**config.mk**
```make
export PLATFORM = sky130hd
export DESIGN_NAME = vector_line_gen
export DESIGN_NICKNAME = d
export VERILOG_FILES = /design/src/rtl/vector_line_gen.sv
export SDC_FILE = /design/constraint.sdc
export NUM_CORES = 1
export LEC_CHECK = 0
export BUFFER_PORTS_ARGS = -buffer_cell sky130_fd_sc_hd__buf_4
export CORE_ASPECT_RATIO = 0.9
export CORE_MARGIN = 4
export CORE_UTILIZATION = 57
export CTS_CLUSTER_SIZE = 20
export DETAILED_ROUTE_END_ITERATION = 8
export GPL_TIMING_DRIVEN = 1
export PLACE_DENSITY = 0.78
export SLEW_MARGIN = 40
export SYNTH_ARGS = -nofsm -noshare
export SYNTH_HDL_FRONTEND = slang
export SYNTH_SLANG_ARGS = --single-unit
```
**constraint.sdc**
```tcl
create_clock -name clk -period 4.8 [get_ports clk]
set_input_delay 1.44 -clock clk [delete_from_list [all_inputs] [get_ports clk]]
set_output_delay 1.44 -clock clk [all_outputs]
set_load 0.01 [all_outputs]
```
**src/rtl/vector_line_gen.sv**
```systemverilog
// Vector stroke generator for an 8-bit X/Y DAC display.
// It accepts MOVE/DRAW/END/NOP words through a valid/ready handshake. MOVE is a
// blanked jump followed by a settle dwell. DRAW traces a Bresenham line with the
// beam on, holding each pixel for STEP_DIV clocks.
module vector_line_gen #(
   parameter int DAC_WIDTH  = 8,
   parameter int DATAWIDTH  = 18,
   parameter int STEP_DIV   = 2,
   parameter int MOVE_DWELL = 16
) (
   input  logic                 clk,
   input  logic                 rst,
   input  logic [DATAWIDTH-1:0] in_data,
   input  logic                 in_valid,
   output logic                 in_ready,
   output logic [DAC_WIDTH-1:0] x_dac,
   output logic [DAC_WIDTH-1:0] y_dac,
   output logic                 beam_on,
   output logic                 busy,
   output logic                 frame_done
);

   localparam logic [1:0] ST_IDLE   = 2'd0;
   localparam logic [1:0] ST_SETTLE = 2'd1;
   localparam logic [1:0] ST_DRAW   = 2'd2;

   localparam logic [1:0] CMD_MOVE = 2'b00;
   localparam logic [1:0] CMD_DRAW = 2'b01;
   localparam logic [1:0] CMD_END  = 2'b10;

   // err needs two extra bits over the coordinate width; 2*err needs three.
   localparam int EW    = DAC_WIDTH + 2;
   localparam int E2W   = DAC_WIDTH + 3;
   localparam int CNT_W = $clog2(MOVE_DWELL + STEP_DIV + 1);

   localparam logic [CNT_W-1:0]     DWELL_LOAD = CNT_W'(MOVE_DWELL - 1);
   localparam logic [CNT_W-1:0]     STEP_LOAD  = CNT_W'(STEP_DIV - 1);
   localparam logic [CNT_W-1:0]     CNT_ZERO   = {CNT_W{1'b0}};
   localparam logic [CNT_W-1:0]     CNT_ONE    = {{(CNT_W-1){1'b0}}, 1'b1};
   localparam logic [DAC_WIDTH-1:0] POS_ZERO   = {DAC_WIDTH{1'b0}};
   localparam logic [DAC_WIDTH-1:0] POS_ONE    = {{(DAC_WIDTH-1){1'b0}}, 1'b1};
   localparam logic [DAC_WIDTH-1:0] POS_MAX    = {DAC_WIDTH{1'b1}};

   // Absolute coordinate distance, never negative and never wrapping.
   function automatic logic [DAC_WIDTH-1:0] abs_diff(input logic [DAC_WIDTH-1:0] a,
                                                     input logic [DAC_WIDTH-1:0] b);
      if (a >= b) begin
         abs_diff = a - b;
      end else begin
         abs_diff = b - a;
      end
   endfunction

   logic [1:0]            state_r;
   logic [DAC_WIDTH-1:0]  x_r, y_r, tx_r, ty_r, dx_r, dy_r;
   logic                  sx_r, sy_r;
   logic signed [EW-1:0]  err_r;
   logic [CNT_W-1:0]      cnt_r;
   logic                  beam_r, busy_r, ready_r, frame_r;

   logic [1:0]            cmd_s;
   logic [DAC_WIDTH-1:0]  ix_s, iy_s, dx_new_s, dy_new_s;
   logic                  accept_s, step_x_s, step_y_s, at_target_s;
   logic signed [E2W-1:0] e2_s, dx_ext_s, dy_ext_s, err_acc_s;
   logic signed [EW-1:0]  err_init_s, err_nxt_s;
   logic [DAC_WIDTH-1:0]  x_nxt_s, y_nxt_s;

   assign cmd_s    = in_data[DATAWIDTH-1 -: 2];
   assign ix_s     = in_data[2*DAC_WIDTH-1 -: DAC_WIDTH];
   assign iy_s     = in_data[DAC_WIDTH-1:0];
   assign accept_s = in_valid & ready_r;

   assign in_ready   = ready_r;
   assign x_dac      = x_r;
   assign y_dac      = y_r;
   assign beam_on    = beam_r;
   assign busy       = busy_r;
   assign frame_done = frame_r;

   // Bresenham step decision and saturating next-position computation.
   always_comb begin
      dx_new_s    = abs_diff(ix_s, x_r);
      dy_new_s    = abs_diff(iy_s, y_r);
      err_init_s  = $signed({2'b00, dx_new_s}) - $signed({2'b00, dy_new_s});
      e2_s        = $signed({err_r, 1'b0});
      dx_ext_s    = $signed({3'b000, dx_r});
      dy_ext_s    = $signed({3'b000, dy_r});
      step_x_s    = (e2_s > -dy_ext_s);
      step_y_s    = (e2_s < dx_ext_s);
      at_target_s = (x_r == tx_r) && (y_r == ty_r);
      err_acc_s   = $signed({err_r[EW-1], err_r});
      if (step_x_s) begin
         err_acc_s = err_acc_s - dy_ext_s;
      end else begin
         err_acc_s = err_acc_s;
      end
      if (step_y_s) begin
         err_acc_s = err_acc_s + dx_ext_s;
      end else begin
         err_acc_s = err_acc_s;
      end
      err_nxt_s = err_acc_s[EW-1:0];
      x_nxt_s   = x_r;
      y_nxt_s   = y_r;
      if (step_x_s && sx_r && (x_r != POS_MAX)) begin
         x_nxt_s = x_r + POS_ONE;
      end else if (step_x_s && !sx_r && (x_r != POS_ZERO)) begin
         x_nxt_s = x_r - POS_ONE;
      end else begin
         x_nxt_s = x_r;
      end
      if (step_y_s && sy_r && (y_r != POS_MAX)) begin
         y_nxt_s = y_r + POS_ONE;
      end else if (step_y_s && !sy_r && (y_r != POS_ZERO)) begin
         y_nxt_s = y_r - POS_ONE;
      end else begin
         y_nxt_s = y_r;
      end
   end

   // Command FSM: word acceptance, settle dwell, per-pixel stepping and outputs.
   always_ff @(posedge clk) begin
      if (rst) begin
         state_r <= ST_IDLE;
         x_r     <= POS_ZERO;
         y_r     <= POS_ZERO;
         tx_r    <= POS_ZERO;
         ty_r    <= POS_ZERO;
         dx_r    <= POS_ZERO;
         dy_r    <= POS_ZERO;
         sx_r    <= 1'b0;
         sy_r    <= 1'b0;
         err_r   <= {EW{1'b0}};
         cnt_r   <= CNT_ZERO;
         beam_r  <= 1'b0;
         busy_r  <= 1'b0;
         ready_r <= 1'b0;
         frame_r <= 1'b0;
      end else begin
         frame_r <= 1'b0;
         case (state_r)
            ST_IDLE: begin
               ready_r <= 1'b1;
               beam_r  <= 1'b0;
               busy_r  <= 1'b0;
               if (accept_s) begin
                  case (cmd_s)
                     CMD_MOVE: begin
                        x_r     <= ix_s;
                        y_r     <= iy_s;
                        cnt_r   <= DWELL_LOAD;
                        state_r <= ST_SETTLE;
                        busy_r  <= 1'b1;
                        ready_r <= 1'b0;
                     end
                     CMD_DRAW: begin
                        tx_r    <= ix_s;
                        ty_r    <= iy_s;
                        dx_r    <= dx_new_s;
                        dy_r    <= dy_new_s;
                        sx_r    <= (ix_s >= x_r);
                        sy_r    <= (iy_s >= y_r);
                        err_r   <= err_init_s;
                        cnt_r   <= STEP_LOAD;
                        state_r <= ST_DRAW;
                        beam_r  <= 1'b1;
                        busy_r  <= 1'b1;
                        ready_r <= 1'b0;
                     end
                     CMD_END: begin
                        frame_r <= 1'b1;
                     end
                     default: begin
                        frame_r <= 1'b0;
                     end
                  endcase
               end
            end
            ST_SETTLE: begin
               if (cnt_r == CNT_ZERO) begin
                  state_r <= ST_IDLE;
                  busy_r  <= 1'b0;
                  ready_r <= 1'b1;
               end else begin
                  cnt_r <= cnt_r - CNT_ONE;
               end
            end
            ST_DRAW: begin
               if (cnt_r != CNT_ZERO) begin
                  cnt_r <= cnt_r - CNT_ONE;
               end else if (at_target_s) begin
                  state_r <= ST_IDLE;
                  beam_r  <= 1'b0;
                  busy_r  <= 1'b0;
                  ready_r <= 1'b1;
               end else begin
                  x_r   <= x_nxt_s;
                  y_r   <= y_nxt_s;
                  err_r <= err_nxt_s;
                  cnt_r <= STEP_LOAD;
               end
            end
            default: begin
               state_r <= ST_IDLE;
               beam_r  <= 1'b0;
               busy_r  <= 1'b0;
               ready_r <= 1'b0;
            end
         endcase
      end
   end

endmodule
```
[Yosys cells after proc, flatten, opt, wreduce, memory -nomap -nowiden]
Index checks and enable logic that the tools add are counted.
Cells by class
  add/subtract/negate cells: 13
  $mul: 0
  div/mod/pow operators: 0
  order comparisons: 4
  equal/unequal tests: 20
  shift operators: 0
  multiplexer cells: 51
  bitwise gates (word level): 4
  reduce and logical (&&, ||, !) cells: 29
Operators by type and width (number)
  8-bit two-way mux: 14
  10-bit two-way mux: 6
  8-bit case mux with 2 select lines: 2
  8-bit subtractor: 4
  5-bit two-way mux: 4
  10-bit case mux with 2 select lines: 1
  8-bit by 1-bit adder with 8-bit output (second input constant): 2
  8-bit equality test: 2
  8-bit greater-or-equal comparator: 2
  8-bit inequality test (second input constant): 2
  8-bit nonzero test: 2
  8-bit by 1-bit subtractor with 8-bit output (second input constant): 2
  5-bit case mux with 3 select lines: 1
  5-bit AND reduction: 3
  1-bit two-way mux: 13
  2-bit inequality test (second input constant): 6
  6-bit AND reduction: 2
  11-bit greater-than comparator: 1
  11-bit by 9-bit less-than comparator with 1-bit output: 1
  8-bit negator with 11-bit output: 1
  10-bit by 9-bit adder with 10-bit output: 1
  5-bit case mux with 2 select lines: 1
  10-bit by 9-bit subtractor with 10-bit output: 1
  1-bit logical AND: 9
  other kinds (22): 38
Storage, ports and cells
  flip-flop bits (word level): 71
  latch bits: 0
  RAM bits: 0
  bits in read-only memories: 0
  input port bits: 21
  output and inout bits: 20
  word-level logic and storage cells: 136
  memories: 0

[Logic depth before layout (Yosys ltp)]
Gate-level depths: netlist of the first run.
  depth after elaboration: 9
  gate-level depth with buffers: 23
  mapped depth without buffers: 22

[Least setup slack after synthesis of the first run]
OpenSTA, ideal clock, no wires.
  kind: input to register
  start point: in in_data[0]
  end point: reg err_r[9]
  setup time: 0.079 ns
  arrival: 4.695 ns
  required time: 4.721 ns
  setup slack: 0.026 ns
  stages: 17
  buffers on the path: 1
  cells stage by stage: inv_1 -> ha_1 -> fa_1 -> nand3b_1 -> a31oi_1 -> o21ai_1 -> o2bb2ai_1 -> buf_6 -> mux2_2 -> fa_1 -> a21o_1 -> a21oi_1 -> o21bai_1 -> a21oi_1 -> o21bai_1 -> a2111o_1 -> o211ai_1
Between the ends
  word-level cells in the longest chain between the ends: 6
  elaborated cells between the ends (all ways): 8
  those cells by class: add/sub: 3; order compare: 1; mux: 4
Ends and longest elaborated chain
  start: declaration: RTL line 13  | input logic [DATAWIDTH-1:0] in_data,
  8-bit subtractor (tied with other cells): RTL line 50  | abs_diff = b - a;
  8-bit two-way mux (*): RTL line 47  | if (a >= b) begin
  8-bit by 8-bit subtractor with 9-bit output (*): RTL line 84  | err_init_s = $signed({2'b00, dx_new_s}) - $signed({2'b00, dy_new_s});
  10-bit two-way mux (*): RTL line 147  | case (cmd_s)
  10-bit two-way mux (*): RTL line 146  | if (accept_s) begin
  10-bit case mux with 2 select lines (*): RTL line 141  | case (state_r)
  end signal: assignment: RTL line 133  | err_r <= {EW{1'b0}};
  end signal: assignment: RTL line 163  | err_r <= err_init_s;
  end signal: assignment: RTL line 199  | err_r <= err_nxt_s;
  end: declaration: RTL line 57  | logic signed [EW-1:0] err_r;
Every way passes the cells marked *; elsewhere a longest branch is shown, timed or not. The select of a mux whose other input is x is not followed.
A chain may end at the register's enable or synchronous reset.

[Worst setup path after layout of the first run]
  start point: reg dy_r[1]
  end point: reg x_r[7], in the netlist x_dac[7]
Between the ends
  word-level cells in the longest chain between the ends: 8
  elaborated cells between the ends (all ways): 12
  those cells by class: add/sub: 1; order compare: 1; eq/ne: 1; mux: 4; reduce/logical: 5
Ends and longest elaborated chain
  start: declaration: RTL line 55  | logic [DAC_WIDTH-1:0] x_r, y_r, tx_r, ty_r, dx_r, dy_r;
  start signal: assignment: RTL line 160  | dy_r <= dy_new_s;
  8-bit negator with 11-bit output (*): RTL line 88  | step_x_s = (e2_s > -dy_ext_s);
  11-bit greater-than comparator (*): RTL line 88
  1-bit logical AND (2 in a row): RTL line 105  | if (step_x_s && sx_r && (x_r != POS_MAX)) begin
  8-bit two-way mux: RTL line 105
  8-bit two-way mux: RTL line 191  | end else if (at_target_s) begin
  8-bit two-way mux: RTL line 189  | if (cnt_r != CNT_ZERO) begin
  8-bit case mux with 2 select lines: RTL line 141
  end signal: assignment: RTL line 149  | x_r <= ix_s;
  end signal: assignment: RTL line 197  | x_r <= x_nxt_s;
  end: declaration: RTL line 55
Marked as above.

==> impl_metrics.py, run 1 <==
metrics = {
    "run": {
        "drv_cap": 0,
    },
    "die": {
        "start_util": 0.591,
        "coreArea_um2": 11600,
        "rows": 37,
        "dieHeight_um": 112,
        "die_w_um": 123,
        "ios": 41,
        "die_area_um2": 13800,
    },
    "sta": {
        "hold_viol": 0,
        "skew_ns": 0.00509,
        "finalMaxSlewViolations": 0,
        "fmax_ghz": 0.217,
        "max_slew.worst_pin.slew_ns": 0.774,
        "period_share": 0.961,
        "final.min_clock_period_ns": 4.61,
        "timing.slew.headroom": 0.484,
        "setup_violations": 0,
    },
    "power": {
        "switching_power_mw": 1.38,
        "totalPowerFinal_mw": 3.39,
        "combPwrFrac": 0.572,
        "intPower_mw": 2.01,
        "vdd_ir_drop_max_mv": 0.205,
        "switching_share": 0.406,
        "powerDensity_nw_per_um2": 424,
        "pwr-share-clk": 0.222,
        "leakage_nw": 3.43,
        "seq_power_share": 0.207,
    },
    "synthesis": {
        "synth_simple_gate_area_frac": 0.162,
        "async_flop_share": 0,
        "synth_compound_area_frac": 0.238,
        "synth-xor-area-share": 0.0827,
        "synth_commonest_cells": "ha_1 (90), a21oi_1 (78), nand2_1 (78)",
        "muxShareOfSynthArea": 0.0437,
        "synth.cell_area_um2": 6840,
        "synthTopCellsByArea": "dfxtp_1 (21%), ha_1 (16%), xnor2_1 (6.7%), a21oi_1 (5.7%), nand2_1 (4.3%)",
        "ys_ff_latch": 71,
        "synth_top_area_cell": "dfxtp_1",
        "synth-adder-area-share": 0.191,
        "ys_warn_count": 0,
        "synth_top_area_frac": 0.208,
        "ys_seq_area_frac": 0.208,
        "syn_avg_cell_area_um2": 8.00,
        "synth_top_family_by_area": "compound AO/OA/AOI/OAI gates",
        "synthFlopType": "dfxtp_1",
        "syn-num-nets": 975,
        "synth_cells": 855,
        "yosysUniqueCellTypes": 77,
        "synth_edf_count": 0,
        "synth.most_common_cell": "ha_1",
    },
    "outcome": {
        "status": "finished, final reports clean",
    },
    "drt": {
        "dr.pass1.iters": 5,
        "drtIter0Drc": 410,
        "drt_wl_total_um": 18800,
        "dr.max_layer_used": "met4",
        "vias_per_cell": 6.00,
        "ant_nets": 0,
        "drt-met1-wl_um": 8380,
        "remaining_drc_errors": 0,
        "route.met2.wl_um": 8870,
        "vias": 6519,
        "wl_met3_um": 1250,
        "avgRoutedWirePerCell_um": 17.4,
    },
    "worst_setup_path": {
        "cp_max_fo": 4,
        "end_kind": "flop",
        "critPathLaunchType": "flop",
        "crit_type": "flop to flop",
        "critPathRequiredTime_ns": 5.04,
        "cp.arrival_ns": 4.85,
    },
    "layout": {
        "diodes": 0,
        "fill_cells": 957,
        "stdcell_count": 1086,
        "area_delta_synth_final_pct": 16.8,
        "regArea_um2": 1420,
        "multi_input_area_um2": 5060,
        "drive_above_1_share": 0.174,
        "final_nets": 1045,
    },
    "place": {
        "place_congestion": 0.950,
        "dp_cells": 1069,
        "portBuffers": 40,
        "dp_hpwl_um": 14200,
    },
    "global_routing": {
        "grt_max_degree": 70,
        "grt_usage": 0.272,
        "grt_pass1_vias": 6125,
        "grt_pass1_wl_um": 30300,
        "overflow": 0,
        "antenna_found_initial": 0,
    },
    "clock_tree": {
        "numCtsBuffers": 9,
        "clock_latency_ns": 0.34,
        "tritoncts": "built",
        "clock_sinks": 71,
        "clkTransAtPathRegs_ns": 0.06,
        "htree_levels": 3,
        "clock-root-buffer": "clkbuf_16",
        "cts_buffer_depth": 2,
    },
    "worst_hold_path": {
        "hold_class": "flop to flop",
    },
}
## timing repair
item / 4_1_cts / 5_1_grt
setup buffers: 0 / 1
setup endpoints to repair: 0 / 6
hold buffers: 0 / 0
hold endpoints to repair: 0 / 0
gates resized for setup: 0 / 29
## cell usage in the layout (no fill, tap or decap), types with 10 or more instances in the layout
master    netlist  final
nand2_1        78     78
nor2_1         68     68
nand4_1        17     17
xor2_1         10     10
dfxtp_1        71     70
ha_1           90     88
buf_4           2     92
a211oi_1       31     31
o21ai_0        39     37
a21o_1         24     24
xnor2_1        52     50
mux2_2         11     11
inv_1          77     77
nor3_1         15     14
a21oi_1        78     72
nand3_1        11     11
## layer usage
metal | up-vias | track usage
met5 | - | 0
met3 | 34 | 0.0508
met1 | 3050 | 0.376
met2 | 233 | 0.432
met4 | 0 | 0.0775
li1 | 3202 | -
## sequential cells by signal (all words and copies together), names as in the netlist
name,count
beam_on,1
y_dac,8
sx_r,1
frame_done,1
in_ready,1
dx_r,8
busy,1
x_dac,8
err_r,10
sy_r,1
tx_r,8
dy_r,8
cnt_r,5
state_r,2
ty_r,8
## worst paths after layout
path             from       end  slack, ns  depth (start not counted)
min reg2reg  cnt_r[1]  cnt_r[1]       0.46                          2
max           dy_r[1]  x_dac[7]       0.19                         21
max reg2reg   dy_r[1]  x_dac[7]       0.19                         21
min          cnt_r[1]  cnt_r[1]       0.46                          2
## area by class of cell
class,count,area share
inverters,77,0.0362
repair buffers,92,0.0865
clock buffers,9,0.0282
multi-input cells,674,0.634
well taps,156,0.0244
flip-flops and latches,71,0.178
clock inverters,7,0.0132
## per-stage QoR
stage | instance area, um^2 | hold slack (ns) | utilization | TNS [ns] | setup WS, ns
final | 7990 | 0.463 | 0.690 | 0 | 0.187
after global routing | 7990 | 0.484 | 0.690 | -0.0117 | -0.0117
after CTS | 7830 | 0.468 | 0.676 | 0 | 0.0174
after detailed placement | 7500 | 0.459 | 0.648 | -0.942 | -0.253
after global placement | 7500 | 0.456 | 0.648 | -0.376 | -0.145
after floorplan | 6840 | 0.441 | - | 0 | 0.0263
## power groups by stage
stage	combinational, mW	sequential, mW	clock [mW]
6_report	1.94	0.700	0.750
5_1_grt	2.12	0.707	0.781
4_1_cts	1.80	0.698	0.753
3_5_place_dp	1.78	0.711	0
3_3_place_gp	1.74	0.710	0
2_1_floorplan	1.29	0.694	0
## critical path: stages, from the launching register on
cell,delay [ns]
dfxtp_1,0.43
inv_1,0.09
ha_1,0.21
nand2_1,0.13
buf_4,0.14
nor3_1,0.04
ha_1,0.32
and4_1,0.22
and3_1,0.20
o221ai_2,0.13
buf_4,0.16
a211oi_1,0.40
inv_1,0.22
ha_1,0.32
a21o_1,0.17
a21oi_1,0.25
o21ai_0,0.21
nor4_1,0.26
nor3_1,0.12
xnor2_1,0.17
nand2_1,0.07
a221oi_1,0.27
## logic make-up (layout without fill, tap and decap cells)
family | Yosys count | count (layout)
mux | 27 | 27
compound gates | 247 | 247
flops | 71 | 71
xor+xnor | 63 | 63
buf+inv | 110 | 185
fa+ha+maj | 99 | 99
simple gates | 238 | 238
No activity file was read; power rests on OpenSTA's default activity.
==> inputs of run 2 (changes only) <==
--- a/config.mk
+++ b/config.mk
@@ -6,13 +6,15 @@
 export NUM_CORES = 1
 export LEC_CHECK = 0
 export BUFFER_PORTS_ARGS = -buffer_cell sky130_fd_sc_hd__buf_4
+export CELL_PAD_IN_SITES_DETAIL_PLACEMENT = 0
+export CELL_PAD_IN_SITES_GLOBAL_PLACEMENT = 1
 export CORE_ASPECT_RATIO = 0.9
 export CORE_MARGIN = 4
-export CORE_UTILIZATION = 57
+export CORE_UTILIZATION = 43
 export CTS_CLUSTER_SIZE = 20
 export DETAILED_ROUTE_END_ITERATION = 8
 export GPL_TIMING_DRIVEN = 1
-export PLACE_DENSITY = 0.78
+export PLACE_DENSITY_LB_ADDON = 0.1
 export SLEW_MARGIN = 40
 export SYNTH_ARGS = -nofsm -noshare
 export SYNTH_HDL_FRONTEND = slang
==> run 2 against run 1 <==
Net effect: sequential share of layout area fell by 0.17 points; highest routed layer unchanged; core utilization fell by 17 points; sequential power barely moved; global-route usage fell by 3.6 points; maximum frequency barely moved; wire length rose by 13%; die area rose by 30%; via count fell by 1.1%; cell count rose by 5.2%; flip-flop and latch count did not move.
==> impl_metrics.py, run 2 (synthesized netlist as in run 1, its figures left out) <==
metrics = {
    "die": {
        "start_util": 0.441,
        "dieHeight_um": 128,
        "die_area_um2": 18000,
        "coreArea_um2": 15500,
        "die_w_um": 141,
        "rows": 43,
        "ios": 41,
    },
    "drt": {
        "dr.pass1.iters": 5,
        "vias_per_cell": 5.65,
        "ant_nets": 0,
        "drt_wl_total_um": 21200,
        "drtIter0Drc": 470,
        "remaining_drc_errors": 0,
        "vias": 6450,
        "avgRoutedWirePerCell_um": 18.6,
    },
    "global_routing": {
        "overflow": 0,
        "grt_pass1_wl_um": 33900,
        "antenna_found_initial": 0,
        "grt_pass1_vias": 6382,
        "grt_max_degree": 70,
        "grt_usage": 0.236,
    },
    "worst_setup_path": {
        "crit_type": "primary input to flop",
        "critPathRequiredTime_ns": 5.07,
        "cp_max_fo": 4,
        "end_kind": "flop",
        "crit_path_top_delay_cell": "fa_1",
        "path_cells": "buf_4 -> inv_1 -> ha_1 -> fa_1 -> nand3b_1 -> a31oi_2 -> o21ai_1 -> o2bb2ai_2 -> mux2_2 -> fa_1 -> a21o_1 -> a21oi_2 -> o21bai_1 -> a21oi_2 -> o21bai_1 -> a2111o_1 -> o211ai_1",
        "critPathLaunchType": "primary input",
        "max_stage_delay_ns": 0.46,
        "cp.arrival_ns": 4.89,
    },
    "power": {
        "vdd_ir_drop_max_mv": 0.254,
        "powerDensity_nw_per_um2": 417,
        "leakage_nw": 3.47,
        "totalPowerFinal_mw": 3.37,
    },
    "clock_tree": {
        "postCtsHoldBufs": 0,
        "clock_sinks": 71,
        "numCtsBuffers": 9,
        "clock-root-buffer": "clkbuf_16",
        "tritoncts": "built",
        "clkTransAtPathRegs_ns": 0.07,
        "clock_latency_ns": 0.36,
        "htree_levels": 3,
        "cts_buffer_depth": 2,
    },
    "layout": {
        "mostFrequentLayoutCells": "buf_4 (101), ha_1 (88), nand2_1 (77)",
        "final_common_cell": "buf_4",
        "largest_register_ffs": 10,
        "final_util": 0.521,
        "diodes": 0,
        "area_delta_synth_final_pct": 18.1,
        "design_area_um2": 8080,
        "final_nets": 1055,
        "largest-register": "err_r",
        "drive_above_1_share": 0.187,
    },
    "run": {
        "drv_cap": 0,
    },
    "sta": {
        "hold_viol": 0,
        "finalMaxSlewViolations": 0,
        "skew_ns": 0.0141,
        "fmax_ghz": 0.217,
        "setup_violations": 0,
        "max_slew.worst_pin.slew_ns": 0.821,
        "timing.slew.headroom": 0.453,
        "final.min_clock_period_ns": 4.61,
        "period_share": 0.961,
    },
    "place": {
        "portBuffers": 40,
        "place_congestion": 0.912,
        "placed_area_um2": 7640,
        "dp_hpwl_um": 16200,
    },
    "outcome": {
        "status": "finished, final reports clean",
    },
    "worst_hold_path": {
        "hold_class": "flop to flop",
    },
}
[run 2: cell count changes in the layout (fill, tap and decap cells not counted), moves of 2 or more]
| cell | before | now |
|---|---|---|
| buf_4 | 92 | 101 |
| a211oi_1 | 31 | 29 |
| a211oi_2 | 1 | 3 |
| a21oi_1 | 72 | 74 |
| a21oi_2 | 6 | 4 |
| inv_6 | 1 | 3 |
| mux2i_4 | 2 | 0 |
| o21ai_1 | 4 | 2 |
[run 2: through the flow]
stage / setup TNS [ns] / std cells / worst slack [ns] / hold slack (ns)
after detailed placement: -1.03 / 1126 / -0.295 / 0.459
final: 0 / 1142 / 0.188 / 0.468
after CTS: 0 / 1142 / 0.0206 / 0.469
after floorplan: 0 / 855 / 0.0263 / 0.441
after global routing: -0.0384 / 1142 / -0.0384 / 0.493
after global placement: -0.450 / 1126 / -0.135 / 0.454
[run 2: worst paths after layout]
path | from | endpoint | slack, ns | depth (start not counted)
max | in_data[0] | err_r[9] | 0.19 | 17
min | ty_r[4] | ty_r[4] | 0.47 | 2
max reg2reg | dy_r[1] | err_r[6] | 0.21 | 23
min reg2reg | ty_r[4] | ty_r[4] | 0.47 | 2
[run 2: layout make-up]
| cell class | count | area [um^2] |
|---|---|---|
| clock buffer | 9 | 225 |
| clock inverter | 7 | 77.6 |
| fill | 1502 | 7420 |
| inverter | 77 | 289 |
| multi-input combinational | 674 | 5040 |
| sequential | 71 | 1420 |
| tap | 202 | 253 |
| timing repair buffer | 102 | 769 |
[run 2: repair_timing]
| item | in CTS | in global routing |
|---|---|---|
| endpoints found under the setup margin | 2 | 5 |
| pin swaps | 0 | 6 |
| gates resized for setup | 2 | 28 |
| setup buffers | 0 | 0 |
[run 2: report_power, final]
| part | leakage, nW | internal (mW) | total [mW] | switching, mW |
|---|---|---|---|---|
| clock network | 0.147 | 0.408 | 0.720 | 0.311 |
| registers | 0.578 | 0.631 | 0.701 | 0.0704 |
| logic | 2.75 | 0.906 | 1.95 | 1.04 |
[run 2: worst max-delay path: cells and delay by family]
family	cells	cell delay [ns]
mux	1	0.35
compound gates	10	1.70
buf+inv	2	0.15
fa+ha+maj	3	1.05
simple gates	1	0.19
[run 2: per-layer routing]
metal | GRT usage | wire length [um] | up-vias
li1 | - | - | 3204
met1 | 0.331 | 10200 | 3056
met2 | 0.373 | 9600 | 161
met3 | 0.0414 | 1070 | 29
met4 | 0.0701 | 381 | 0
met5 | 0 | 0 | -
